[src/rtl/fetch_pkg.sv]
// Shared fetch/branch decode constants used by the fetch stage and the later resolvers.
package fetch_pkg;

    localparam logic [31:0] RESET_PC_DEFAULT = 32'hBFC0_0000;

    // Primary opcodes
    localparam logic [5:0] OP_SPECIAL = 6'b000000;
    localparam logic [5:0] OP_REGIMM  = 6'b000001;
    localparam logic [5:0] OP_J       = 6'b000010;
    localparam logic [5:0] OP_JAL     = 6'b000011;
    localparam logic [5:0] OP_BEQ     = 6'b000100;
    localparam logic [5:0] OP_BNE     = 6'b000101;
    localparam logic [5:0] OP_BLEZ    = 6'b000110;
    localparam logic [5:0] OP_BGTZ    = 6'b000111;

    // SPECIAL funct codes
    localparam logic [5:0] FN_JR      = 6'b001000;
    localparam logic [5:0] FN_JALR    = 6'b001001;

    // REGIMM rt codes that are branches
    localparam logic [4:0] RT_BLTZ    = 5'b00000;
    localparam logic [4:0] RT_BGEZ    = 5'b00001;
    localparam logic [4:0] RT_BLTZAL  = 5'b10000;
    localparam logic [4:0] RT_BGEZAL  = 5'b10001;

    // Word offset of a PC-relative branch, sign-extended to 32 bits.
    function automatic logic [31:0] branch_offset(input logic [15:0] imm);
        return {{14{imm[15]}}, imm, 2'b00};
    endfunction

endpackage

[src/rtl/fetch_bht.sv]
// Branch history table: 2-bit saturating counters, combinational read, one sync update.
module fetch_bht #(
    parameter int unsigned BHT_BITS = 6
) (
    input  logic                clk,
    input  logic                rst,
    input  logic [BHT_BITS-1:0] rd_idx,
    output logic [1:0]          rd_ctr,
    input  logic                upd_en,
    input  logic [BHT_BITS-1:0] upd_idx,
    input  logic                upd_taken
);

    localparam int unsigned Entries = 1 << BHT_BITS;

    logic [1:0] ctr_q [Entries];
    logic [1:0] ctr_d [Entries];

    // Read returns the pre-update value; a same-cycle update shows up next cycle.
    assign rd_ctr = ctr_q[rd_idx];

    // Saturating increment/decrement of the addressed counter.
    always_comb begin
        ctr_d = ctr_q;
        if (upd_en) begin
            if (upd_taken) begin
                if (ctr_q[upd_idx] != 2'b11) ctr_d[upd_idx] = ctr_q[upd_idx] + 2'd1;
            end else begin
                if (ctr_q[upd_idx] != 2'b00) ctr_d[upd_idx] = ctr_q[upd_idx] - 2'd1;
            end
        end
    end

    // Counter array, reset to weakly not-taken.
    always_ff @(posedge clk or posedge rst) begin
        if (rst) begin
            for (int i = 0; i < Entries; i++) ctr_q[i] <= 2'b01;
        end else begin
            ctr_q <= ctr_d;
        end
    end

endmodule

[src/rtl/fetch_stage.sv]
// Instruction fetch: PC register, predecode, BHT prediction and delay-slot sequencing.
module fetch_stage
    import fetch_pkg::*;
#(
    parameter logic [31:0] RESET_PC = RESET_PC_DEFAULT,
    parameter int unsigned BHT_BITS = 6
) (
    input  logic        clk,
    input  logic        rst,
    input  logic        stall_F,
    input  logic        redirect_E,
    input  logic [31:0] redirect_pc_E,
    input  logic        bht_update_E,
    input  logic [31:0] bht_pc_E,
    input  logic        bht_taken_E,
    output logic [31:0] inst_addr,
    input  logic [31:0] inst_rdata,
    output logic [31:0] pc_F,
    output logic [31:0] pc_plus_F,
    output logic [31:0] pc_jump_F,
    output logic [31:0] instr_F,
    output logic        jump_F,
    output logic        branch_F,
    output logic        is_jr_F,
    output logic        pred_take_F,
    output logic        F_change
);

    logic [31:0] pc_q, pc_d;
    logic        pend_v_q, pend_v_d;
    logic [31:0] pend_tgt_q, pend_tgt_d;
    logic        slot_q, slot_d;

    logic [5:0]  opcode;
    logic [5:0]  funct;
    logic [4:0]  rt;
    logic [1:0]  bht_ctr;
    logic        unused_bht_pc;

    assign opcode = inst_rdata[31:26];
    assign funct  = inst_rdata[5:0];
    assign rt     = inst_rdata[20:16];

    assign pc_F      = pc_q;
    assign inst_addr = pc_q;
    assign pc_plus_F = pc_q + 32'd4;
    assign instr_F   = inst_rdata;
    assign F_change  = slot_q;

    assign unused_bht_pc = ^{bht_pc_E[31:BHT_BITS+2], bht_pc_E[1:0]};

    fetch_bht #(
        .BHT_BITS (BHT_BITS)
    ) u_bht (
        .clk       (clk),
        .rst       (rst),
        .rd_idx    (pc_q[BHT_BITS+1:2]),
        .rd_ctr    (bht_ctr),
        .upd_en    (bht_update_E),
        .upd_idx   (bht_pc_E[BHT_BITS+1:2]),
        .upd_taken (bht_taken_E)
    );

    // Predecode of the fetched word and its static target.
    always_comb begin
        jump_F   = 1'b0;
        branch_F = 1'b0;
        is_jr_F  = 1'b0;
        case (opcode)
            OP_J, OP_JAL:                    jump_F   = 1'b1;
            OP_BEQ, OP_BNE, OP_BLEZ, OP_BGTZ: branch_F = 1'b1;
            OP_REGIMM: begin
                branch_F = (rt == RT_BLTZ) || (rt == RT_BGEZ) ||
                           (rt == RT_BLTZAL) || (rt == RT_BGEZAL);
            end
            OP_SPECIAL: is_jr_F = (funct == FN_JR) || (funct == FN_JALR);
            default: ;
        endcase

        if (jump_F) begin
            pc_jump_F = {pc_plus_F[31:28], inst_rdata[25:0], 2'b00};
        end else if (branch_F) begin
            pc_jump_F = pc_plus_F + branch_offset(inst_rdata[15:0]);
        end else begin
            pc_jump_F = 32'd0;
        end

        pred_take_F = branch_F & bht_ctr[1];
    end

    // Next PC: redirect beats stall; a pending target is taken after its delay slot.
    always_comb begin
        pc_d       = pc_q;
        pend_v_d   = pend_v_q;
        pend_tgt_d = pend_tgt_q;
        slot_d     = slot_q;
        if (redirect_E) begin
            pc_d     = redirect_pc_E;
            pend_v_d = 1'b0;
            slot_d   = 1'b0;
        end else if (!stall_F) begin
            if (pend_v_q) begin
                // Current instruction is the delay slot; its own flags are ignored.
                pc_d     = pend_tgt_q;
                pend_v_d = 1'b0;
                slot_d   = 1'b0;
            end else begin
                pc_d = pc_plus_F;
                if (jump_F || pred_take_F) begin
                    pend_v_d   = 1'b1;
                    pend_tgt_d = pc_jump_F;
                end
                slot_d = jump_F | branch_F | is_jr_F;
            end
        end
    end

    // Fetch state registers.
    always_ff @(posedge clk or posedge rst) begin
        if (rst) begin
            pc_q       <= RESET_PC;
            pend_v_q   <= 1'b0;
            pend_tgt_q <= 32'd0;
            slot_q     <= 1'b0;
        end else begin
            pc_q       <= pc_d;
            pend_v_q   <= pend_v_d;
            pend_tgt_q <= pend_tgt_d;
            slot_q     <= slot_d;
        end
    end

endmodule

[config.mk]
export PLATFORM = sky130hd
export DESIGN_NAME = fetch_stage
export DESIGN_NICKNAME = d
export VERILOG_FILES = /design/src/rtl/fetch_pkg.sv /design/src/rtl/fetch_bht.sv /design/src/rtl/fetch_stage.sv
export SDC_FILE = /design/constraint.sdc
export NUM_CORES = 1
export LEC_CHECK = 0
export BUFFER_PORTS_ARGS = -buffer_cell sky130_fd_sc_hd__buf_2
export CORE_MARGIN = 1
export CORE_UTILIZATION = 50
export CTS_BUF_LIST = sky130_fd_sc_hd__clkbuf_8 sky130_fd_sc_hd__clkbuf_16
export DETAILED_ROUTE_END_ITERATION = 16
export PLACE_DENSITY_LB_ADDON = 0.3
export RECOVER_POWER = 50
export SLEW_MARGIN = 10
export SYNTH_ARGS = -nofsm -noshare
export SYNTH_HDL_FRONTEND = slang
export SYNTH_SLANG_ARGS = --single-unit
[constraint.sdc]
create_clock -name clk -period 6.2 [get_ports clk]
set_input_delay 1.24 -clock clk [delete_from_list [all_inputs] [get_ports clk]]
set_output_delay 1.24 -clock clk [all_outputs]
set_load 0.01 [all_outputs]
==> reports/metrics.yaml <==
pwr:
  power.density_cell_area_nw_per_um2: 260
  cell_internal_pwr_w: 0.00254
  sw_ratio_pct: 33.6
  vdd.ir_drop.worst_mv: 0.157
  power_leakage_nw: 6.54
  total_switching_power_w: 0.00129
  clkPwrFrac_pct: 29.2
  power.sequential.fraction_pct: 42.8
  finalPower_w: 0.00383
  comb_power_share_pct: 28.0
layout:
  ff_latch_area_um2: 4950
  drive_above_1_share_pct: 35.7
  layout_commonest_cell: "sky130_fd_sc_hd__buf_2"
  layout.cells.non_filler: 1824
  fillCellCount: 2314
  syn_to_final_growth_pct: 11.2
  layout.cells.most_common_list: "sky130_fd_sc_hd__buf_2 (190), sky130_fd_sc_hd__mux2_2 (181), sky130_fd_sc_hd__nand2_1 (122)"
  nets: 1612
  multi_input_area_um2: 7340
worst_setup_path:
  timing.critical_path.from_type: "flip-flop"
  ff2ff_path_depth: 14
  worstPathMaxFanout: 15
  cp_slowest_stage_delay_ns: 0.46
  worst_ep_required_time_ns: 4.96
  worstPathCellList: "buf_4 > and3_2 > nand2_1 > nor2_1 > nand2_1 > xnor2_1 > ha_1 > a21oi_1 > o21ai_0 > a221oi_1 > and2_1 > mux2_2 > a221o_1 > buf_2"
  crit_family: "simple AND/OR/NAND/NOR gates"
  cpMaxStageDelayCell: "sky130_fd_sc_hd__dfrtp_1"
  worst_r2r_setup_slack_ns: 1.69
  cp_common_cell: "sky130_fd_sc_hd__nand2_1"
  crit_arrival_ns: 4.73
  worstReg2RegEnd: "pend_tgt_q[30]$_DFFE_PP0P_"
  regToRegStartpoint: "inst_addr[4]$_DFFE_PP0P_"
  crit_path_end_kind: "output pin"
  critPathBufInv: 2
  critPathKind: "reg2out"
sta:
  setup-violations-final: 0
  grt_setup_unrepaired: "no"
  worst_slew_pin_slew_ns: 2.86
  skew_ns: 0.0167
  totalNegativeSetupSlack_ns: 0
  finalCriticalPeriod_ns: 5.97
  fmax_mhz: 168
  final-max-slew-violation-count: 64
  final_hold_violation_count: 0
  timing.final.crit_share_pct: 96.2
  timing.max_slew.rel_slack_pct: -90.5
yosys:
  synth.distinct_cells: 75
  yosysWarningCount: 0
  synth_top_flop_cell: "sky130_fd_sc_hd__dfrtp_1"
  synthesis.area_per_instance_um2: 9.90
  synth.yosys.seq_area_share_pct: 37.4
  synth_area_um2: 13200
  post_synth_inst_count: 1337
  synth_nets: 1476
  synth-async-reset-ratio_pct: 100
  synth-edff-count: 0
  synth-seq-cells: 194
die:
  die-area_um2: 27100
  row_count: 59
  start_util_pct: 50.9
  core_um2: 26000
  ioPinCount: 267
  chipHeight_um: 165
  die_width_um: 165
clocking:
  clock_pin_transition_on_the_worst_setup_and_hold_timing_paths_ns: 0.07
  htree_levels: 4
  clkLatencyLatePin_ns: 0.45
  postCtsHoldBufs: 0
  cts.root.buffer_cell: "sky130_fd_sc_hd__clkbuf_16"
  cts.sink_count: 194
  postCtsSetupBuffers: 0
  clock_path_buffers: 2
  tritoncts_clock_tree: "built"
  cts_made_buffers: 17
min_path:
  min-delay-start: "pend_tgt_q[3]$_DFFE_PP0P_"
  hold_path_depth: 1
  holdCritPathClass: "reg2reg"
  hold_path_end: "pend_tgt_q[3]$_DFFE_PP0P_"
flow_run:
  timing.max_cap.violations: 1
placement:
  routability_cong: 0.914
  placedCellCount: 1789
  placed_wire_length_estimate_mm: 28.4
  port_buffers: 240
global_routing:
  grt_pass1_vias: 10900
  grt_util_all_layers_pct: 29.4
  wire_length_of_the_first_global_routing_pass_mm: 60.6
  grt_max_degree: 195
  globalRouteOverflowTotal: 0
  antenna_violations_before_repair: 3
route:
  dr_total_vias: 11400
  drt_iter0_drc: 1161
  totalWireLength_mm: 40.2
  routed_vias_inst: 6.23
  detail_route.wl_per_cell_um: 22.0
  antenna_violating_nets_post_route: 0
  detailed_routing_iteration_count_for_the_pre_antenna_repair_pass: 7
  drc_violations: 0
run_status:
  violations: "max-capacitance violations, max-slew violations"
  run_status: "complete, but fails checks"
==> worst max path at each step <==
stage,to,depth (start not counted),from
CTS,pc_jump_F[29],14,inst_addr[6]$_DFFE_PP0P_
global route,pc_jump_F[30],13,inst_addr[5]$_DFFE_PP0P_
detailed placement,pc_jump_F[29],14,inst_addr[6]$_DFFE_PP0P_
global placement,pc_jump_F[29],14,inst_addr[6]$_DFFE_PP0P_
finish,pc_jump_F[30],14,inst_addr[4]$_DFFE_PP0P_
floorplan,pc_jump_F[29],15,inst_addr[2]$_DFFE_PP0P_
==> metal layers <==
| layer | vias to the layer above | global-route usage (%) | share of wire, % |
|---|---|---|---|
| li1 | 5063 | - | - |
| met5 | - | 0 | 0 |
| met2 | 594 | 49.0 | 48 |
| met3 | 108 | 4.72 | 7.4 |
| met4 | 0 | 12.7 | 3.8 |
| met1 | 5601 | 37.7 | 40 |
==> synthesized netlist by cell type (15+ instances only) <==
master / count / area share, %
sky130_fd_sc_hd__xor2_1: 18 / 1.2
sky130_fd_sc_hd__a21oi_1: 55 / 2.1
sky130_fd_sc_hd__nand3_1: 26 / 0.98
sky130_fd_sc_hd__ha_1: 36 / 3.4
sky130_fd_sc_hd__xnor2_1: 30 / 2.0
sky130_fd_sc_hd__nor3_1: 16 / 0.60
sky130_fd_sc_hd__nor2_1: 111 / 3.1
sky130_fd_sc_hd__clkbuf_1: 49 / 1.4
sky130_fd_sc_hd__buf_2: 18 / 0.68
sky130_fd_sc_hd__o21ai_0: 79 / 3.0
sky130_fd_sc_hd__a22oi_1: 17 / 0.96
sky130_fd_sc_hd__mux2i_1: 42 / 3.2
sky130_fd_sc_hd__a22o_1: 15 / 0.99
sky130_fd_sc_hd__mux2_2: 181 / 15
sky130_fd_sc_hd__a21o_1: 22 / 1.2
sky130_fd_sc_hd__a221oi_1: 23 / 1.5
sky130_fd_sc_hd__nand2_1: 122 / 3.5
sky130_fd_sc_hd__buf_4: 79 / 4.5
sky130_fd_sc_hd__dfrtp_1: 121 / 23
sky130_fd_sc_hd__inv_1: 16 / 0.45
sky130_fd_sc_hd__dfstp_2: 73 / 14
==> repair_timing <==
item,CTS,global route
hold endpoints to repair,0,0
resized for setup,0,2
endpoints found under the setup margin,0,2
==> metrics by stage <==
step                hold slack [ns]  setup WS, ns  cell area (um^2)  util, %
global route                  0.522        0.0453             14700     56.7
global placement              0.487         0.714             14200     54.7
detailed placement            0.495         0.647             14200     54.7
floorplan                     0.479          1.19             13200        -
finish                        0.511         0.233             14700     56.7
CTS                           0.511         0.169             14800     56.9
==> cell families (layout without fill, tap and decap cells) <==
logic type / Yosys count / count (layout) / share of synthesized area [%]
buffers and inverters: 169 / 318 / 7.32
multiplexers: 237 / 237 / 21.0
XOR/XNOR: 49 / 49 / 3.30
other: 0 / 3 / 0
AND/OR/NAND/NOR: 370 / 370 / 13.4
adder cells (fa/ha/maj): 37 / 37 / 3.55
AO/OA/AOI/OAI: 281 / 281 / 14.1
flip-flops: 194 / 194 / 37.4
==> worst register-to-register path, stage by stage (launching register included) <==
cell	delay, ns
sky130_fd_sc_hd__dfrtp_1	0.46
sky130_fd_sc_hd__buf_4	0.30
sky130_fd_sc_hd__and3_2	0.29
sky130_fd_sc_hd__nand2_1	0.15
sky130_fd_sc_hd__nor2_1	0.33
sky130_fd_sc_hd__nand2_1	0.12
sky130_fd_sc_hd__xnor2_1	0.38
sky130_fd_sc_hd__ha_1	0.39
sky130_fd_sc_hd__a21oi_1	0.22
sky130_fd_sc_hd__o21ai_0	0.17
sky130_fd_sc_hd__a221oi_1	0.37
sky130_fd_sc_hd__and2_1	0.25
sky130_fd_sc_hd__mux2_2	0.35
sky130_fd_sc_hd__a221o_1	0.34
sky130_fd_sc_hd__mux2_2	0.28
==> power by group through the flow <==
stage / clock network, W / logic, W / registers [W]
2_1_floorplan: 0 / 0.000794 / 0.00161
3_3_place_gp: 0 / 0.00105 / 0.00165
3_5_place_dp: 0 / 0.00107 / 0.00166
4_1_cts: 0.00112 / 0.00108 / 0.00164
5_1_grt: 0.00118 / 0.00117 / 0.00166
6_report: 0.00112 / 0.00107 / 0.00164
==> final cells by class <==
type / instances / area share, %
well taps: 335 / 2.85
repair buffers: 269 / 9.22
flip-flops and latches: 194 / 33.6
clock buffers: 21 / 3.26
diodes: 3 / 0.0510
inverters: 17 / 0.442
clock inverters: 11 / 0.680
multi-input cells: 974 / 49.9
Power figures use the tool's default switching activity.
